**config.mk**
```make
export PLATFORM = sky130hd
export DESIGN_NAME = countdown_timer_bcd
export DESIGN_NICKNAME = d
export VERILOG_FILES = /design/src/rtl/countdown_timer_bcd.sv
export SDC_FILE = /design/constraint.sdc
export NUM_CORES = 1
export LEC_CHECK = 0
export ABC_CLOCK_PERIOD_IN_PS = 6950
export CORE_ASPECT_RATIO = 0.9
export CORE_UTILIZATION = 55
export DETAILED_ROUTE_END_ITERATION = 6
export GPL_ROUTABILITY_DRIVEN = 0
export GPL_TIMING_DRIVEN = 0
export PLACE_DENSITY = 0.83
export SYNTH_ARGS = -nofsm -noshare
export SYNTH_HDL_FRONTEND = slang
export SYNTH_SLANG_ARGS = --single-unit
```
**constraint.sdc**
```tcl
create_clock -name Clk -period 6.95 [get_ports Clk]
set_input_delay 1.39 -clock Clk [delete_from_list [all_inputs] [get_ports Clk]]
set_output_delay 1.39 -clock Clk [all_outputs]
set_load 0.02 [all_outputs]
```
**src/rtl/countdown_timer_bcd.sv**
```systemverilog
// countdown_timer_bcd: BCD minutes:seconds countdown with prescaler, coin-add, hold and expiry flag.
// Define LOW_TIME_WARN_EN to drive Warning for the last 0:01..0:09 seconds.
module countdown_timer_bcd #(
  parameter int MIN_DIGITS = 2,
  parameter int TICK_DIV = 1
) (
  input  logic                    Clk,
  input  logic                    nReset,
  input  logic [4*MIN_DIGITS-1:0] Preset,
  input  logic                    Load,
  input  logic                    Add,
  input  logic                    Enable,
  input  logic                    Clear,
  output logic [4*MIN_DIGITS+7:0] PresentTime,
  output logic                    Busy,
  output logic                    Done,
  output logic                    Expired,
  output logic                    Warning
);
  localparam int MW = 4*MIN_DIGITS;
  localparam int TW = MW+8;
  localparam int PW = TICK_DIV > 1 ? $clog2(TICK_DIV) : 1;
  localparam logic [PW-1:0] PMAX = PW'(TICK_DIV-1);
  localparam logic [1:0] IDLE = 2'd0, HOLD = 2'd1, RUN = 2'd2, DONE = 2'd3;

  logic [1:0] st, ns;
  logic [PW-1:0] pre, np;
  logic [TW-1:0] nt, base, dec;
  logic [MW-1:0] pm;
  logic run, tick, nexp;

  function automatic logic [MW-1:0] clamp(input logic [MW-1:0] m);
    logic [MW-1:0] r;
    r = m;
    for (int i = 0; i < MIN_DIGITS; i++) r[4*i +: 4] = r[4*i +: 4] > 4'd9 ? 4'd9 : r[4*i +: 4];
    return r;
  endfunction

  // Saturating +1:00; a full minute field jumps straight to all-9s:59
  function automatic logic [TW-1:0] add_min(input logic [TW-1:0] t);
    logic [TW-1:0] r;
    logic c, n9;
    r = t;
    c = 1'b1;
    n9 = 1'b1;
    for (int i = 0; i < MIN_DIGITS; i++) n9 = n9 & (t[8+4*i +: 4] == 4'd9);
    for (int i = 0; i < MIN_DIGITS; i++)
      if (c) begin
        c = r[8+4*i +: 4] == 4'd9;
        r[8+4*i +: 4] = c ? 4'd0 : r[8+4*i +: 4] + 4'd1;
      end
    return n9 ? {{MIN_DIGITS{4'd9}}, 8'h59} : r;
  endfunction

  function automatic logic [TW-1:0] dec1(input logic [TW-1:0] t);
    logic [TW-1:0] r;
    logic b;
    r = t;
    b = r[3:0] == 4'd0;
    r[3:0] = b ? 4'd9 : r[3:0] - 4'd1;
    if (b) begin
      b = r[7:4] == 4'd0;
      r[7:4] = b ? 4'd5 : r[7:4] - 4'd1;
    end
    for (int i = 0; i < MIN_DIGITS; i++)
      if (b) begin
        b = r[8+4*i +: 4] == 4'd0;
        r[8+4*i +: 4] = b ? 4'd9 : r[8+4*i +: 4] - 4'd1;
      end
    return r;
  endfunction

  always_comb begin
    pm = clamp(Preset);
    run = st == RUN && Enable;
    tick = run && pre == PMAX;
    base = Add ? add_min(PresentTime) : PresentTime;
    dec = dec1(base);
    ns = st;
    nt = PresentTime;
    np = run ? (tick ? '0 : pre + 1'b1) : pre;
    nexp = 1'b0;
    if (Clear) begin
      ns = IDLE;
      nt = '0;
      np = '0;
    end else if (Load) begin
      ns = pm == '0 ? IDLE : run ? RUN : HOLD;
      nt = {pm, 8'h00};
      np = '0;
    end else begin
      nt = tick ? dec : base;
      nexp = tick && dec == '0;
      ns = run ? (nexp ? DONE : RUN) : (Add || st == RUN) ? HOLD : (st == HOLD && Enable) ? RUN : st;
    end
  end

  always_ff @(posedge Clk or negedge nReset)
    if (!nReset) begin
      st <= IDLE;
      pre <= '0;
      PresentTime <= '0;
      Busy <= 1'b0;
      Done <= 1'b0;
      Expired <= 1'b0;
    end else begin
      st <= ns;
      pre <= np;
      PresentTime <= nt;
      Busy <= ns == RUN;
      Done <= ns == DONE;
      Expired <= nexp;
    end

`ifdef LOW_TIME_WARN_EN
  always_ff @(posedge Clk or negedge nReset)
    if (!nReset) Warning <= 1'b0;
    else Warning <= (ns == HOLD || ns == RUN) && nt[TW-1:4] == '0 && nt[3:0] != 4'd0;
`else
  assign Warning = 1'b0;
`endif
endmodule

```
==> results.yml <==
synthesis:
  synth.largest_area_cell: "dfrtp_1"
  synth_warnings: 0
  syn-num-nets: 245
  ys_seq_area_share_pct: 29.35
  synth_top_cell_area_share_pct: 29.35
  synth_common_cells: "nand2_1, dfrtp_1, nor2_1"
  ys_top_cells_by_area: "dfrtp_1, nand2_1, ha_1"
  yosys_register_bits: 22
  async_reset_ff_share_pct: 100.0
  ys.flop_type: "dfrtp_1"
  synth_edf_count: 0
  avgSynthCellArea_sq_um: 8.373
  netlist_area_sq_mm: 0.001876
  synthCells: 224
  synth_most_common_cell: "nand2_1"
  synth_cell_types: 67
layout:
  seqCellArea_sq_um: 550.5
  fillCellCount: 271
  drive_gt1_share_pct: 10.04
  finalNonFillerCells: 301
  antennaDiodeCount: 0
  multi_input_area_sq_mm: 0.001222
  final_area_sq_mm: 0.002310
  area_growth_pct: 23.15
  nNetsFinal: 281
die:
  core_area_sq_mm: 0.003138
  io_pins: 34
  die_area_sq_mm: 0.003648
  initial_core_util_pct: 59.77
  rows: 19
  dieHeight_microns: 57.40
  die_w_microns: 63.56
drt:
  routed_via_density: 6.027
  drt-initial-drc-count: 168
  num_vias: 1814
  ant_nets: 0
  wire_per_inst_microns: 14.73
  dr.pass1.iters: 4
  routed_wirelength_microns: 4435
  drc: 0
pwr:
  power.leakage_nw: 0.9317
  max-vdd-ir-drop_mv: 0.1232
  power_density_mw_per_mm2: 147.7
sta:
  hold_viol: 0
  slew_headroom_pct: 31.02
  tns_ns: 0
  fin_crit_ns: 4.541
  fin_crit_sh_pct: 65.34
  tightest_slew_ns: 1.031
  fmax_mhz: 220.2
  grt_setup_unrepaired: "false"
  slew_viol_final: 0
  fin_skew_ns: 0.007196
  setup_slack_ns: 2.409
  setup_violations: 0
placed_design:
  dp_slack_ns: 2.148
  dpl.cell_count: 297
  io_buffers: 31
  dp_hpwl_microns: 3299
  dpl_cell_area_sq_mm: 0.002238
clock_tree:
  clk_pin_slew_worst_paths_ns: 0.08
  cts_resized: 0
  cts_buffers: 3
  cts_tree: "built"
  ctsHoldBuffers: 0
  clock_sinks: 22
  cts.htree.levels: 1
  cts_max_path_buffers: 2
  post_cts_buffers: 0
  clock_latency_ns: 0.27
  cts_root_buf: "clkbuf_8"
run_status:
  outcome: "complete, no violations"
worst_setup_path:
  slowest_stage: "o311ai_0"
  start_kind: "primary input"
  max_stage_delay_ns: 0.48
  cpMostUsedCell: "nor2_1"
  startpoint: "Add"
  crit_end: "st[0]"
  reg2reg_from: "PresentTime[8]"
  crit_arrival_ns: 4.73
  r2r-end: "st[0]"
  cp_max_fo: 10
  ff2ff_path_depth: 11
  end_kind: "register"
  critPathRequiredTime_ns: 7.14
  cp_cell_sequence: "clkdlybuf4s50_1 -> buf_2 -> nand4b_2 -> nor2_1 -> nor2_1 -> ha_1 -> o311ai_0 -> o2111ai_1 -> nor4_1 -> and2_1 -> o211ai_2 -> a211oi_2"
  r2r_slack_ns: 3.45
  path_class: "in2reg"
grt:
  grt_pass1_vias: 1696
  grt_first_pass_wirelength_microns: 7755
  gr-total-overflow: 0
  grt_max_degree: 23
  grt.total_usage_pct: 27.27
  antenna_found_initial: 0
run:
  cap_violations: 0
worst_hold_path:
  hold_start: "pre"
  min_path_cells: 1
  hold_path.class: "reg2reg"
[logic make-up (layout without fill, tap and decap cells)]
| family | count (synthesis) | count (layout) | synth area share, % |
|---|---|---|---|
| AND/OR/NAND/NOR | 111 | 111 | 34.22 |
| buffers and inverters | 18 | 53 | 5.470 |
| adder cells (fa/ha/maj) | 7 | 7 | 4.670 |
| other | 1 | 1 | 0.1999 |
| XOR/XNOR | 5 | 5 | 2.335 |
| flip-flops | 22 | 22 | 29.35 |
| AO/OA/AOI/OAI | 56 | 56 | 21.48 |
| multiplexers | 4 | 4 | 2.268 |
[through the flow]
step | power [mW] | hold slack (ns) | utilization [%]
finish | 0.3410 | 0.5807 | 73.60
global route | 0.3571 | 0.5841 | 73.60
CTS | 0.3410 | 0.5741 | 73.60
detailed placement | 0.2187 | 0.5620 | 71.33
global placement | 0.2172 | 0.5553 | 71.33
floorplan | 0.1903 | 0.5316 | -
[worst min-delay path by stage]
stage               endpoint  slack (ns)
global route             pre        0.58
finish                   pre        0.58
floorplan                pre        0.53
detailed placement       pre        0.56
CTS                      pre        0.57
global placement         pre        0.56
[critical path: cells and delay by family]
| kind | cells | cell delay [ns] |
|---|---|---|
| compound gates | 4 | 1.07 |
| fa+ha+maj | 1 | 0.30 |
| simple gates | 5 | 1.26 |
| buf+inv | 2 | 0.69 |
[placed cells by master (no fill, tap or decap), types with 3 or more instances in the layout]
master,count
a211oi_1,4
a21oi_1,11
a31oi_1,4
and3_1,3
clkbuf_1,4
clkbuf_8,4
clkdlybuf4s50_1,31
dfrtp_1,22
ha_1,7
inv_1,7
nand2_1,25
nand2b_1,4
nand3_1,6
nand3b_1,5
nor2_1,19
nor2b_1,9
nor3_1,11
nor4_1,4
nor4b_1,3
o21ai_0,11
xnor2_1,4
[metal layers]
| layer | GRT usage [%] | routed length [microns] | vias up |
|---|---|---|---|
| li1 | - | - | 897 |
| met1 | 37.91 | 2231 | 849 |
| met2 | 43.16 | 1938 | 64 |
| met3 | 5.400 | 226 | 4 |
| met4 | 7.792 | 38 | 0 |
| met5 | 0 | 0 | - |
[sequential cells by signal, summed over array words and instances (netlist names)]
name,count
Expired,1
Done,1
PresentTime,16
st,2
Busy,1
pre,1
[layout make-up]
cell class	instances	share of cell area (%)
Multi-Input combinational cell	184	52.93
Sequential cell	22	23.84
Timing Repair Buffer	31	13.43
Buffer	11	3.304
Tap cell	42	2.275
Clock buffer	3	1.788
Clock inverter	1	1.300
Inverter	7	1.138
[power breakdown]
part	total (mW)	internal [mW]	switching, mW
Clock	0.123	0.0771	0.0463
Combinational	0.0794	0.0351	0.0443
Sequential	0.138	0.132	0.00680
(Power assumes the default switching activity.)
==> RTL change: new RTL, config.mk and constraints unchanged <==
Register the output `Busy` once more; this adds one clock of latency there. The other outputs are not delayed to match.
--- a/src/rtl/countdown_timer_bcd.sv
+++ b/src/rtl/countdown_timer_bcd.sv
@@ -23,4 +23,6 @@
   localparam logic [PW-1:0] PMAX = PW'(TICK_DIV-1);
   localparam logic [1:0] IDLE = 2'd0, HOLD = 2'd1, RUN = 2'd2, DONE = 2'd3;
+
+  logic Busy_s0;
 
   logic [1:0] st, ns;
@@ -101,5 +103,5 @@
       pre <= '0;
       PresentTime <= '0;
-      Busy <= 1'b0;
+      Busy_s0 <= 1'b0;
       Done <= 1'b0;
       Expired <= 1'b0;
@@ -108,5 +110,5 @@
       pre <= np;
       PresentTime <= nt;
-      Busy <= ns == RUN;
+      Busy_s0 <= ns == RUN;
       Done <= ns == DONE;
       Expired <= nexp;
@@ -120,4 +122,8 @@
   assign Warning = 1'b0;
 `endif
+  always_ff @(posedge Clk) begin
+    Busy <= Busy_s0;
+  end
+
 endmodule
 
Check against the original RTL: not equivalent (Yosys sat finds a counterexample within 4 cycles, from zero or initial values and one cycle with nReset low).
==> RTL change against the original RTL <==
Setup slack worse by 0.16 ns; cell count is 0.33% higher; die area up 1.0%; critical path depth unchanged; worst hold slack got worse by 0.23 ns; wire length grew 6.4%; synthesized area increased by 1.1%; sequential cell count rose by 1; maximum frequency is 3.4% lower; power decreased by 8.5%; via count grew 0.88%; non-clock buffer count unchanged; final area decreased by 0.11%.
==> RTL change: results (changes against the original RTL) <==
Run status
  – Status: completed

Power
  – Peak supply drop: 0.132 mV (+7.1%)
  – Lkg Pwr: 0.926 nW (-0.63%)
  – Net Sw Frac: 0.317 (+0.0312)

Worst setup path
  – Path depth of the worst reg2reg path: 11 (unchanged)
  – Arrival time worst endpoint: 4.91 ns (+0.18 ns)
  – Crit path from: Add
  – Family with the most delay on the worst path: simple AND/OR/NAND/NOR gates
  – Setup crit end: Done
  – CP Max Fanout: 10 (unchanged)
  – Crit-path max cell delay: 0.57 ns (+0.09 ns)
  – Slowest-stage cell, CP: o311ai_0
  – R2r setup slk: 3.25 ns (-0.20 ns)
  – Reg2reg start: PresentTime[8]

Synth
  – Top post-synthesis cells by count: nand2_1 (25), dfrtp_1 (22), nor2_1 (19)
  – Synthesis Warnings: 0 (unchanged)
  – Synth area leaders: dfrtp_1 (29%), nand2_1 (5.0%), ha_1 (4.6%)
  – Synth Flop Type: dfrtp_1
  – Fraction of registers with async set/reset: 0.957 (-0.0435)
  – Seq/Total Area, Yosys: 0.301 (+0.00746)
  – Syn_nets: 246 (+0.41%)
  – Cell variety after synth: 68 (+1.5%)

Clock tree
  – Resize count post-CTS: 0 (unchanged)
  – CTS Root Cell: clkbuf_8
  – H-tree depth: 1 (unchanged)
  – Maximum buffer depth of the clock tree: 2 (unchanged)
  – CTS clk-pin slew, worst paths: 0.09 ns
  – Postcts setup bufs: 0 (unchanged)
  – Clock latency on the worst-skew pair: 0.27 ns (about the same)
  – Num CTS Buffers: 3 (unchanged)

Routing
  – Total Wirelength: 4720 um (+6.4%)
  – Post-DR vias/cell: 6.06 (+0.55%)
  – Initial DRC Count: 121 (-28%)
  – Drt pass-1 iters: 4 (unchanged)

Global routing
  – First-pass GRT wire length: 7800 um (+0.54%)
  – Vias in the first global route: 1693 (-0.18%)
  – Initial antenna violation count: 0 (unchanged)
  – Largest net degree at the start of global routing: 23 (unchanged)
  – Tot GR Track Use: 0.274 (+0.00105)

Placement
  – HPWL after DPL: 3480 um (+5.4%)
  – IO buf count: 31 (unchanged)

STA
  – Slew HR: 0.324 (+0.0133)
  – Post-Route Skew: 0.00184 ns (-0.00535 ns)

Layout
  – Largest regs: PresentTime: 16 flops, st: 2 flops
  – Nets: 282 (+0.36%)
  – Ant diodes: 0 (unchanged)
  – Share of cells above drive strength 1: 0.100 (-0.000386)

Worst hold path
  – Hold crit path type: register to register
==> RTL change: changes by cell type in the layout (fill, tap and decap cells not counted) <==
cell and delta:
bufinv_16 -1, clkinvlp_4 +1, dfxtp_1 +1
==> RTL change: layout make-up <==
cell class / instances / area [sq um]
multi-input combinational: 184 / 1220
fill: 256 / 855
sequential: 23 / 571
timing repair buffer: 31 / 310
buffer: 11 / 76.3
tap: 42 / 52.6
clock buffer: 3 / 41.3
inverter: 7 / 26.3
clock inverter: 1 / 7.51
==> RTL change: routing by layer <==
metal / GRT usage / share of wire / wire (um) / up-vias
met5: 0 / 0 / 0 / -
met4: 0.0584 / 0.0068 / 32 / 0
met3: 0.0571 / 0.053 / 248 / 4
met2: 0.467 / 0.48 / 2270 / 52
met1: 0.360 / 0.46 / 2170 / 873
li1: - / - / - / 901
==> RTL change: cell families (layout without fill, tap and decap cells) <==
kind of cell	after synthesis	after routing	synth area share
compound gates	56	56	0.213
xor+xnor	5	5	0.0231
fa+ha+maj	7	7	0.0462
buf+inv	18	53	0.0541
flops	23	23	0.301
mux	4	4	0.0224
other cells	1	1	0.00198
simple gates	111	111	0.339
==> RTL change: worst min path at each step <==
| stage | start | to | slack (ns) | cells past startpoint |
|---|---|---|---|---|
| 3_3_place_gp | Busy_s0 | Busy | 0.33 | 0 |
| 6_report | Busy_s0 | Busy | 0.35 | 0 |
| 5_1_grt | Busy_s0 | Busy | 0.36 | 0 |
| 3_5_place_dp | Busy_s0 | Busy | 0.33 | 0 |
| 4_1_cts | Busy_s0 | Busy | 0.36 | 0 |
| 2_1_floorplan | Busy_s0 | Busy | 0.32 | 0 |
==> RTL change: power groups by stage <==
| stage | Clock (mW) | Sequential (mW) | Combinational, mW |
|---|---|---|---|
| 2_1_floorplan | 0 | 0.149 | 0.0471 |
| 3_3_place_gp | 0 | 0.146 | 0.0766 |
| 3_5_place_dp | 0 | 0.147 | 0.0784 |
| 4_1_cts | 0.0889 | 0.144 | 0.0795 |
| 5_1_grt | 0.0936 | 0.145 | 0.0870 |
| 6_report | 0.0874 | 0.144 | 0.0802 |
==> RTL change: per-stage QoR <==
step           worst slack (ns)  area, sq um  std cells   util
2_1_floorplan              3.22         1900        225      -
3_3_place_gp               2.15         2260        298  0.714
3_5_place_dp               1.99         2260        298  0.714
4_1_cts                    2.27         2310        302  0.730
5_1_grt                    2.03         2310        302  0.730
6_report                   2.25         2310        302  0.730
==> RTL change: worst reg2reg max path, cell delays in order (launching register included) <==
cell	delay [ns]
dfrtp_1	0.53
ha_1	0.29
nand4b_2	0.27
nor2_1	0.42
nor2_1	0.15
ha_1	0.31
o311ai_0	0.57
o2111ai_1	0.25
nor4_1	0.34
o211a_1	0.20
a21o_1	0.15
and3_1	0.16
